## config.mk

```make
export PLATFORM = sky130hd
export DESIGN_NAME = shared_alu_sched_flat
export DESIGN_NICKNAME = d
export VERILOG_FILES = /design/src/rtl/shared_alu_sched_if.sv /design/src/rtl/shared_alu_sched.sv /design/src/flat_wrapper.sv
export SDC_FILE = /design/constraint.sdc
export NUM_CORES = 1
export LEC_CHECK = 0
export CAP_MARGIN = 0
export CORE_ASPECT_RATIO = 1.5
export CORE_MARGIN = 5
export CORE_UTILIZATION = 65
export CTS_CLUSTER_DIAMETER = 30
export CTS_CLUSTER_SIZE = 16
export DETAILED_ROUTE_END_ITERATION = 6
export DONT_BUFFER_PORTS = 1
export PLACE_DENSITY_LB_ADDON = 0.05
export SYNTH_ARGS = -nofsm -noshare
export SYNTH_HDL_FRONTEND = slang
export SYNTH_SLANG_ARGS = --single-unit
```

## constraint.sdc

```tcl
create_clock -name clk -period 5.7 [get_ports clk]
set_input_delay 0.57 -clock clk [delete_from_list [all_inputs] [get_ports clk]]
set_output_delay 0.57 -clock clk [all_outputs]
set_load 0.1 [all_outputs]
```

## src/rtl/shared_alu_sched_if.sv

```systemverilog
// rtl/shared_alu_sched_if.sv - start/done handshake and operand/result bundle for shared_alu_sched
interface shared_alu_sched_if #(
    parameter int DATAWIDTH = 64,
    parameter int OUTWIDTH  = 32
);
    logic                 start;
    logic [DATAWIDTH-1:0] a;
    logic [DATAWIDTH-1:0] b;
    logic [DATAWIDTH-1:0] c;
    logic                 busy;
    logic                 done;
    logic [OUTWIDTH-1:0]  x;
    logic [OUTWIDTH-1:0]  z;

    modport master (
        output start, a, b, c,
        input  busy, done, x, z
    );

    modport slave (
        input  start, a, b, c,
        output busy, done, x, z
    );
endinterface

```

## src/rtl/shared_alu_sched.sv

```systemverilog
// rtl/shared_alu_sched.sv - five-step scheduled compare-select-shift on one shared add/sub unit
module shared_alu_sched #(
    parameter int DATAWIDTH = 64,
    parameter int OUTWIDTH  = 32
) (
    input  logic               clk,
    input  logic               rst,
    shared_alu_sched_if.slave  bus
);
    typedef enum logic [2:0] {
        IDLE    = 3'd0,
        ADD_D   = 3'd1,
        ADD_E   = 3'd2,
        SUB_CMP = 3'd3,
        SEL     = 3'd4,
        SHIFT   = 3'd5,
        DONE    = 3'd6
    } state_t;

    state_t state, state_next;

    logic [DATAWIDTH-1:0] ra, rb, rc, rd, re, rf, rg, rh;
    logic                 rlt, req;
    logic [OUTWIDTH-1:0]  x_q, z_q;
    logic                 busy_c, done_c;

    logic [DATAWIDTH-1:0] alu_a, alu_b, alu_res;
    logic                 alu_sub;
    logic                 cmp_lt, cmp_eq;
    logic [DATAWIDTH-1:0] g_mux, h_mux;
    logic [DATAWIDTH-1:0] sh_x, sh_z;
    logic                 unused_bits;

    always_ff @(posedge clk or negedge rst) begin
        if (!rst) state <= IDLE;
        else      state <= state_next;
    end

    // Operand routing into the single add/sub unit, chosen by schedule step
    always_comb begin
        state_next = IDLE;
        busy_c     = 1'b0;
        done_c     = 1'b0;
        alu_a      = ra;
        alu_b      = rb;
        alu_sub    = 1'b0;
        case (state)
            IDLE:    state_next = bus.start ? ADD_D : IDLE;
            ADD_D: begin
                state_next = ADD_E;
                busy_c     = 1'b1;
            end
            ADD_E: begin
                state_next = SUB_CMP;
                busy_c     = 1'b1;
                alu_b      = rc;
            end
            SUB_CMP: begin
                state_next = SEL;
                busy_c     = 1'b1;
                alu_sub    = 1'b1;
            end
            SEL: begin
                state_next = SHIFT;
                busy_c     = 1'b1;
            end
            SHIFT: begin
                state_next = DONE;
                busy_c     = 1'b1;
            end
            DONE: begin
                state_next = IDLE;
                done_c     = 1'b1;
            end
            default: state_next = IDLE;
        endcase
    end

    assign alu_res = alu_sub ? (alu_a - alu_b) : (alu_a + alu_b);
    assign cmp_lt  = (rd < re);
    assign cmp_eq  = (rd == re);
    assign g_mux   = rlt ? rd : re;
    assign h_mux   = req ? g_mux : rf;
    assign sh_x    = rh << rlt;
    assign sh_z    = rg >> req;
    assign unused_bits = ^{sh_x[DATAWIDTH-1:OUTWIDTH], sh_z[DATAWIDTH-1:OUTWIDTH]};

    always_ff @(posedge clk or negedge rst) begin
        if (!rst) begin
            ra  <= '0;
            rb  <= '0;
            rc  <= '0;
            rd  <= '0;
            re  <= '0;
            rf  <= '0;
            rg  <= '0;
            rh  <= '0;
            rlt <= 1'b0;
            req <= 1'b0;
            x_q <= '0;
            z_q <= '0;
        end else begin
            case (state)
                IDLE: begin
                    if (bus.start) begin
                        ra <= bus.a;
                        rb <= bus.b;
                        rc <= bus.c;
                    end
                end
                ADD_D:   rd <= alu_res;
                ADD_E:   re <= alu_res;
                SUB_CMP: begin
                    rf  <= alu_res;
                    rlt <= cmp_lt;
                    req <= cmp_eq;
                end
                SEL: begin
                    rg <= g_mux;
                    rh <= h_mux;
                end
                SHIFT: begin
                    x_q <= sh_x[OUTWIDTH-1:0];
                    z_q <= sh_z[OUTWIDTH-1:0];
                end
                default: ;
            endcase
        end
    end

    assign bus.busy = busy_c;
    assign bus.done = done_c;
    assign bus.x    = x_q;
    assign bus.z    = z_q;
endmodule

```

## src/flat_wrapper.sv

```systemverilog
// flat-port wrapper written by rule: the top's interface ports become plain ports
module shared_alu_sched_flat 
#(
    parameter int DATAWIDTH = 64,
    parameter int OUTWIDTH  = 32
)
  (clk, rst, bus_start, bus_a, bus_b, bus_c, bus_busy, bus_done, bus_x, bus_z);
  shared_alu_sched_if #(.DATAWIDTH(DATAWIDTH), .OUTWIDTH(OUTWIDTH)) bus_i ();
  input  logic clk;
  input  logic rst;
  input wire logic [$bits(bus_i.start)-1:0] bus_start;
  input wire logic [$bits(bus_i.a)-1:0] bus_a;
  input wire logic [$bits(bus_i.b)-1:0] bus_b;
  input wire logic [$bits(bus_i.c)-1:0] bus_c;
  output wire logic [$bits(bus_i.busy)-1:0] bus_busy;
  output wire logic [$bits(bus_i.done)-1:0] bus_done;
  output wire logic [$bits(bus_i.x)-1:0] bus_x;
  output wire logic [$bits(bus_i.z)-1:0] bus_z;
  assign bus_i.start = bus_start;
  assign bus_i.a = bus_a;
  assign bus_i.b = bus_b;
  assign bus_i.c = bus_c;
  assign bus_busy = bus_i.busy;
  assign bus_done = bus_i.done;
  assign bus_x = bus_i.x;
  assign bus_z = bus_i.z;
  shared_alu_sched #(.DATAWIDTH(DATAWIDTH), .OUTWIDTH(OUTWIDTH)) u_core (.clk(clk), .rst(rst), .bus(bus_i));
endmodule
```

==> results of run 1 <==
[kinds of logic after synthesis]
group,count (synthesis)
and+or+nand+nor,727
AOI/OAI and AO/OA,654
DFF,486
muxes,352
buffers and inverters,225
adders and majority gates,128
xor gates and xnor gates,122
[layer usage]
layer | part of all wire | global-route usage | routed length (um) | vias to the layer above
li1 | - | - | - | 9491
met1 | 0.40 | 0.365 | 26600 | 9505
met2 | 0.49 | 0.489 | 32200 | 666
met3 | 0.067 | 0.0615 | 4420 | 157
met4 | 0.038 | 0.116 | 2510 | 6
met5 | 0.00055 | 0 | 36 | -
[repair_timing]
item / CTS / global route
setup buffers: 0 / 13
hold endpoints to repair: 486 / 486
endpoints found under the setup margin: 5 / 31
pin swaps: 0 / 6
resized for setup: 3 / 24
[metrics by stage]
stage | TNS, ns | std cells | util | hold slack (ns)
after global placement | -0.0113 | 3092 | 0.670 | 0.285
after CTS | 0 | 3223 | 0.731 | -0.344
after global routing | -0.0623 | 3238 | 0.736 | -0.335
after floorplan | 0 | 2694 | - | 0.274
final | 0 | 3241 | 0.736 | -0.327
after detailed placement | -0.261 | 3092 | 0.670 | 0.286
[worst max-delay path: stages, from the launching register on]
cell	delay, ns
dfrtp_1	0.35
buf_4	0.18
nor3b_4	0.32
buf_4	0.17
mux2i_1	0.25
o21a_2	0.22
o21a_1	0.18
and3_4	0.21
o21ai_1	0.12
a21oi_2	0.17
buf_4	0.16
nand2_1	0.09
o21ai_1	0.18
xnor2_1	0.15
ha_1	0.31
a21oi_1	0.21
o21bai_1	0.09
a21o_1	0.19
a221o_1	0.32
nand2_1	0.07
o211ai_1	0.15
a311oi_2	0.42
nor2_2	0.14
a221oi_2	0.28
xor2_1	0.20
o21ai_0	0.11
[cell usage in the layout, fill, tap and decap left out, types with 13 or more instances in the layout]
| cell | instances |
|---|---|
| dfrtp_1 | 484 |
| nand2_1 | 412 |
| o21ai_0 | 372 |
| mux2_2 | 191 |
| mux2i_1 | 160 |
| ha_1 | 125 |
| a21oi_1 | 102 |
| nor2_1 | 87 |
| inv_1 | 79 |
| clkbuf_16 | 74 |
| xor2_1 | 63 |
| a21o_1 | 61 |
| xnor2_1 | 59 |
| nor3_1 | 54 |
| buf_4 | 46 |
| nand4_1 | 34 |
| nor2b_1 | 23 |
| nand3_1 | 19 |
| o21a_1 | 19 |
| nand2b_1 | 17 |
| and3_1 | 16 |
| a31oi_1 | 16 |
| nor4_1 | 13 |
[state kept, by name, indices dropped and copies added (netlist names), 33 cells and up]
signal,count
u_core.alu_a,64
u_core.rb,64
u_core.rc,64
u_core.rd,64
u_core.re,64
u_core.rg,33
[layout make-up]
| cell class | instances | area (um2) | share of cell area |
|---|---|---|---|
| Multi-Input combinational cell | 1983 | 13700 | 0.461 |
| Clock buffer | 87 | 1960 | 0.0661 |
| Inverter | 79 | 297 | 0.00999 |
| Tap cell | 506 | 633 | 0.0213 |
| Antenna cell | 5 | 12.5 | 0.000422 |
| Sequential cell | 486 | 12200 | 0.410 |
| Timing Repair Buffer | 51 | 444 | 0.0150 |
| Clock inverter | 44 | 484 | 0.0163 |
[worst max-delay path by stage]
| stage | start | end | slack (ns) | depth (start not counted) |
|---|---|---|---|---|
| global placement | u_core.rc[4]$_DFFE_PN0P_ | u_core.rd[61]$_DFFE_PN0P_ | -0.01 | 21 |
| CTS | u_core.rc[4]$_DFFE_PN0P_ | u_core.rd[61]$_DFFE_PN0P_ | 0.16 | 21 |
| floorplan | u_core.state[0]$_DFF_PN0_ | u_core.re[46]$_DFFE_PN0P_ | 0.44 | 24 |
| global route | u_core.state[1]$_DFF_PN0_ | u_core.rd[58]$_DFFE_PN0P_ | -0.03 | 25 |
| finish | u_core.state[1]$_DFF_PN0_ | u_core.rd[61]$_DFFE_PN0P_ | 0.29 | 25 |
| detailed placement | u_core.rc[4]$_DFFE_PN0P_ | u_core.rd[61]$_DFFE_PN0P_ | -0.13 | 21 |
==> out/qor.txt, run 1 <==
clock latency on the worst-skew pair: 0.61 ns
worst setup path category: reg -> reg
Max-slew headroom: 0.193
reg2reg start: u_core.state[1]$_DFF_PN0_
Syn. warnings: 0
CTS tree: built
DRC violations left: 0
mux contribution to synthesized area: 0.142
worst reg2reg path endpoint: u_core.rd[61]$_DFFE_PN0P_
area delta synth->final: 11.7%
Slew @ Worst Pin: 1.21 ns
Die X: 175 um
io pins: 261
synthesized cell area: 0.0266 mm2
post-synthesis xor/xnor area fraction: 0.0402
Antenna Violating Nets Remaining: 0
top_reg_cell synth: dfrtp_1
Synth Register Bits: 486
Hold Violations, Final: 486
clock tree buffer depth: 3
drt first pass iters: 7
DP Wirelength: 47.5 mm
initial core utilization: 0.659
CTS Sinks: 486
Setup crit start kind: flop
Port Buf Inserts: 0
H-tree levels: 3
Die Y: 258 um
largest net degree at the start of global routing: 487
Compound-Gate Fraction of Synth Area: 0.143
R2R depth: 25
largest family of logic cells by synthesized area: compound AO/OA/AOI/OAI gates
clock skew: 0.0292 ns
Rows: 90
area of the die: 0.0451 mm2
vias in the first global route: 19900
Clk pin slew, worst setup/hold paths: 0.06 ns
Synth top area share: 0.458
total gr overflow: 0
setup slack after layout: 0.293 ns
DP Area: 0.0270 mm2
GPL Wtd Cong: 0.991
Synth cell types: 79
Post-Synth Simple-Gate Area: 0.125
adder-cell area share of the yosys netlist: 0.0606
Design Area, Final: 0.0297 mm2
EDFF count, synth: 0
DRT iter0 DRCs: 1280
WHS: -0.327 ns
Avg WL per Cell: 20.3 um
WL final: 65.8 mm
Syn Nets: 3017
TritonCTS buffer count: 73
Gate Count Post-Synth: 2694
failing checks: hold timing
flop2flop setup slack: 0.29 ns
first-pass GRT wire length: 106 mm
post-route clock period utilization: 0.949
number of max-cap violations: 0
Via density: 6.12
layout cells sized above 1: 0.153
area leader, netlist: dfrtp_1
register area share after synthesis: 0.458
CP required: 6.14 ns
outcome: finished, violations left
Final setup viols: 0
most instantiated library cell after synthesis: dfrtp_1
Core ar.: 0.0403 mm2
antenna violations before repair: 7
crit-path max FO: 10
GRT Resource Usage Total: 0.289
max-slew violations: 0
Clock Tree Root: clkbuf_16
Hold/Removal Path Class: in -> async
CP Data Arrival Time: 5.85 ns
commonest cells in the netlist: dfrtp_1, nand2_1, o21ai_0
syn avg cell area: 9.86 um2
DP Worst Slack: -0.133 ns
routed vias: 19800
CP Capture Type: flop
Async SR Flop Fraction: 1.00
NumNets Final: 2997
Tmin final: 5.41 ns
Fillers: 2932
fmax: 185 MHz
Area contributors post-synth: dfrtp_1, mux2_2, o21ai_0
Power of run 1 is left out: the tool's default activity adds up to more than one toggle a clock period on the data nets, which glitch-free logic cannot reach.
==> run 2, diff against run 1 <==
--- a/config.mk
+++ b/config.mk
@@ -5,7 +5,7 @@
 export SDC_FILE = /design/constraint.sdc
 export NUM_CORES = 1
 export LEC_CHECK = 0
-export CAP_MARGIN = 0
+export CAP_MARGIN = 20
 export CORE_ASPECT_RATIO = 1.5
 export CORE_MARGIN = 5
 export CORE_UTILIZATION = 65
@@ -13,6 +13,7 @@
 export CTS_CLUSTER_SIZE = 16
 export DETAILED_ROUTE_END_ITERATION = 6
 export DONT_BUFFER_PORTS = 1
+export GPL_ROUTABILITY_DRIVEN = 1
 export PLACE_DENSITY_LB_ADDON = 0.05
 export SYNTH_ARGS = -nofsm -noshare
 export SYNTH_HDL_FRONTEND = slang
==> run 2 against run 1 <==
Compared with the run above:
- utilization grew 0.14 points
- the flow still finishes with violations (hold timing)
- design area up 0.19%
- critical path type unchanged
- register-to-register slack about the same
- non-clock buffer count is 2 higher
- die area unchanged
- sequential cell count unchanged
- clock skew fell by 0.0026 ns
- largest cell class unchanged
- highest routed layer unchanged
- via count is essentially flat
- clock-buffer cell count stayed put
==> out/qor.txt, run 2 (synthesis gave the netlist of run 1 again) <==
Core ar.: 0.0403 mm2 (unchanged)
io pins: 261 (unchanged)
CP Capture Type: flop (unchanged)
area delta synth->final: 11.9% (was 11.7%)
slowest CP cell: or4_1 (was a311oi_2)
fmax: 185 MHz (about the same)
CP required: 6.23 ns (was 6.14 ns)
Tmin final: 5.42 ns (was 5.41 ns)
Die X: 175 um (unchanged)
slowest stage delay, CP: 0.53 ns (was 0.42 ns)
TritonCTS buffer count: 73 (unchanged)
Clock Tree Root: clkbuf_16 (unchanged)
most used cell, CP: buf_4 (unchanged)
CP top delay family: simple AND/OR/NAND/NOR gates (was compound AO/OA/AOI/OAI gates)
Fillers: 2918 (was 2932)
total gr overflow: 0 (unchanged)
GPL Wtd Cong: 0.991 (unchanged)
Slew @ Worst Pin: 1.04 ns (was 1.21 ns)
Via density: 6.12 (about the same)
CP Data Arrival Time: 5.95 ns (was 5.85 ns)
WL final: 65.9 mm (was 65.8 mm)
Max-slew headroom: 0.304 (was 0.193)
Hold Violations, Final: 486 (unchanged)
DP Wirelength: 47.5 mm (unchanged)
antenna violations before repair: 7 (unchanged)
drt first pass iters: 6 (was 7)
largest net degree at the start of global routing: 487 (unchanged)
clock tree buffer depth: 3 (unchanged)
GRT Resource Usage Total: 0.289 (unchanged)
clock latency on the worst-skew pair: 0.61 ns (about the same)
vias in the first global route: 19900 (unchanged)
DRC violations left: 0 (unchanged)
layout cells sized above 1: 0.154 (was 0.153)
H-tree levels: 3 (unchanged)
Final setup viols: 0 (unchanged)
Clk pin slew, worst setup/hold paths: 0.06 ns (about the same)
routed vias: 19800 (about the same)
CTS Sinks: 486 (unchanged)
failing checks: hold timing (unchanged)
number of max-cap violations: 0 (unchanged)
Critical Path, Cell by Cell: buf_4 > nor3b_4 > buf_4 > mux2i_1 > o21a_2 > o21a_1 > buf_4 > nand2_1 > nor2_1 > nor2_1 > xor2_1 > ha_1 > nand2_1 > or3_1 > or2_0 > a31oi_1 > or3_4 > a41oi_4 > o211a_1 > nor3_4 > a211oi_4 > or4_1 > nand3_1
clock skew: 0.0266 ns (was 0.0292 ns)
NumNets Final: 2999 (was 2997)
outcome: finished, violations left (unchanged)
worst setup path category: reg -> reg (unchanged)
commonest non-fill, non-tap cells in the layout: dfrtp_1, nand2_1, o21ai_0 (unchanged)
crit-path max FO: 10 (unchanged)
max-slew violations: 0 (unchanged)
commonest non-fill, non-tap cell in the layout: dfrtp_1 (unchanged)
Buf/Inv on CP: 3 (unchanged)
area of the die: 0.0451 mm2 (unchanged)
post-route clock period utilization: 0.951 (was 0.949)
Antenna Violating Nets Remaining: 0 (unchanged)
WHS: -0.327 ns (about the same)
Cell Count, Final, Fillers Out: 3243 (was 3241)
Die Y: 258 um (unchanged)
Hold/Removal Path Class: in -> async (unchanged)
Port Buf Inserts: 0 (unchanged)
Setup crit start kind: flop (unchanged)
first-pass GRT wire length: 106 mm (unchanged)
CTS tree: built (unchanged)
DRT iter0 DRCs: 1357 (was 1280)
initial core utilization: 0.659 (unchanged)
Rows: 90 (unchanged)
Avg WL per Cell: 20.3 um (about the same)
Post-Place Cells: 3092 (unchanged)
[run 2: cell types whose count changed in the layout (fill, tap and decap cells not counted), sizes merged]
cell  delta
buf      +2
[run 2: metrics by stage]
step | cell area [um2] | setup WS, ns | util | setup TNS (ns)
after floorplan | 26600 | 0.444 | - | 0
after global placement | 27000 | -0.0113 | 0.670 | -0.0113
after detailed placement | 27000 | -0.133 | 0.670 | -0.261
after CTS | 29500 | 0.160 | 0.731 | 0
after global routing | 29700 | -0.0327 | 0.737 | -0.0623
final | 29700 | 0.280 | 0.737 | 0
[run 2: path summary, 6_finish.rpt]
check,end,cells past startpoint,slack (ns),from
setup reg to reg,u_core.rd[58]$_DFFE_PN0P_,23,0.28,u_core.state[1]$_DFF_PN0_
min in group clk,u_core.rc[22]$_DFFE_PN0P_,1,0.11,bus_c[22]
hold / removal,u_core.bus.z[18]$_DFFE_PN0N_,0,-0.33,rst
max in group asynchronous,u_core.rb[41]$_DFFE_PN0P_,0,5.33,rst
hold reg to reg,u_core.rf[28]$_DFFE_PN0P_,2,0.47,u_core.rf[28]$_DFFE_PN0P_
setup / recovery,u_core.rd[58]$_DFFE_PN0P_,23,0.28,u_core.state[1]$_DFF_PN0_
[run 2: layer usage]
metal,part of all wire,vias up,global-route usage,wire (um)
li1,-,9500,-,-
met1,0.41,9561,0.365,26900
met2,0.49,620,0.489,32300
met3,0.062,157,0.0615,4110
met4,0.039,6,0.116,2550
met5,0.00055,-,0,36
[run 2: area by class of cell]
type	instances	area [um2]	area share
Clock buffer	87	1960	0.0660
Clock inverter	44	484	0.0163
Antenna cell	5	12.5	0.000421
Tap cell	506	633	0.0213
Multi-Input combinational cell	1983	13700	0.460
Sequential cell	486	12200	0.409
Inverter	79	297	0.00997
Timing Repair Buffer	53	499	0.0168
[run 2: what timing repair did]
item,CTS,global route
buffers inserted,0,13
endpoints found under the hold margin,486,486
setup endpoints to repair,5,31
gates resized for setup,3,24
pin swaps,0,6
Power of run 2 is left out for the same reason.
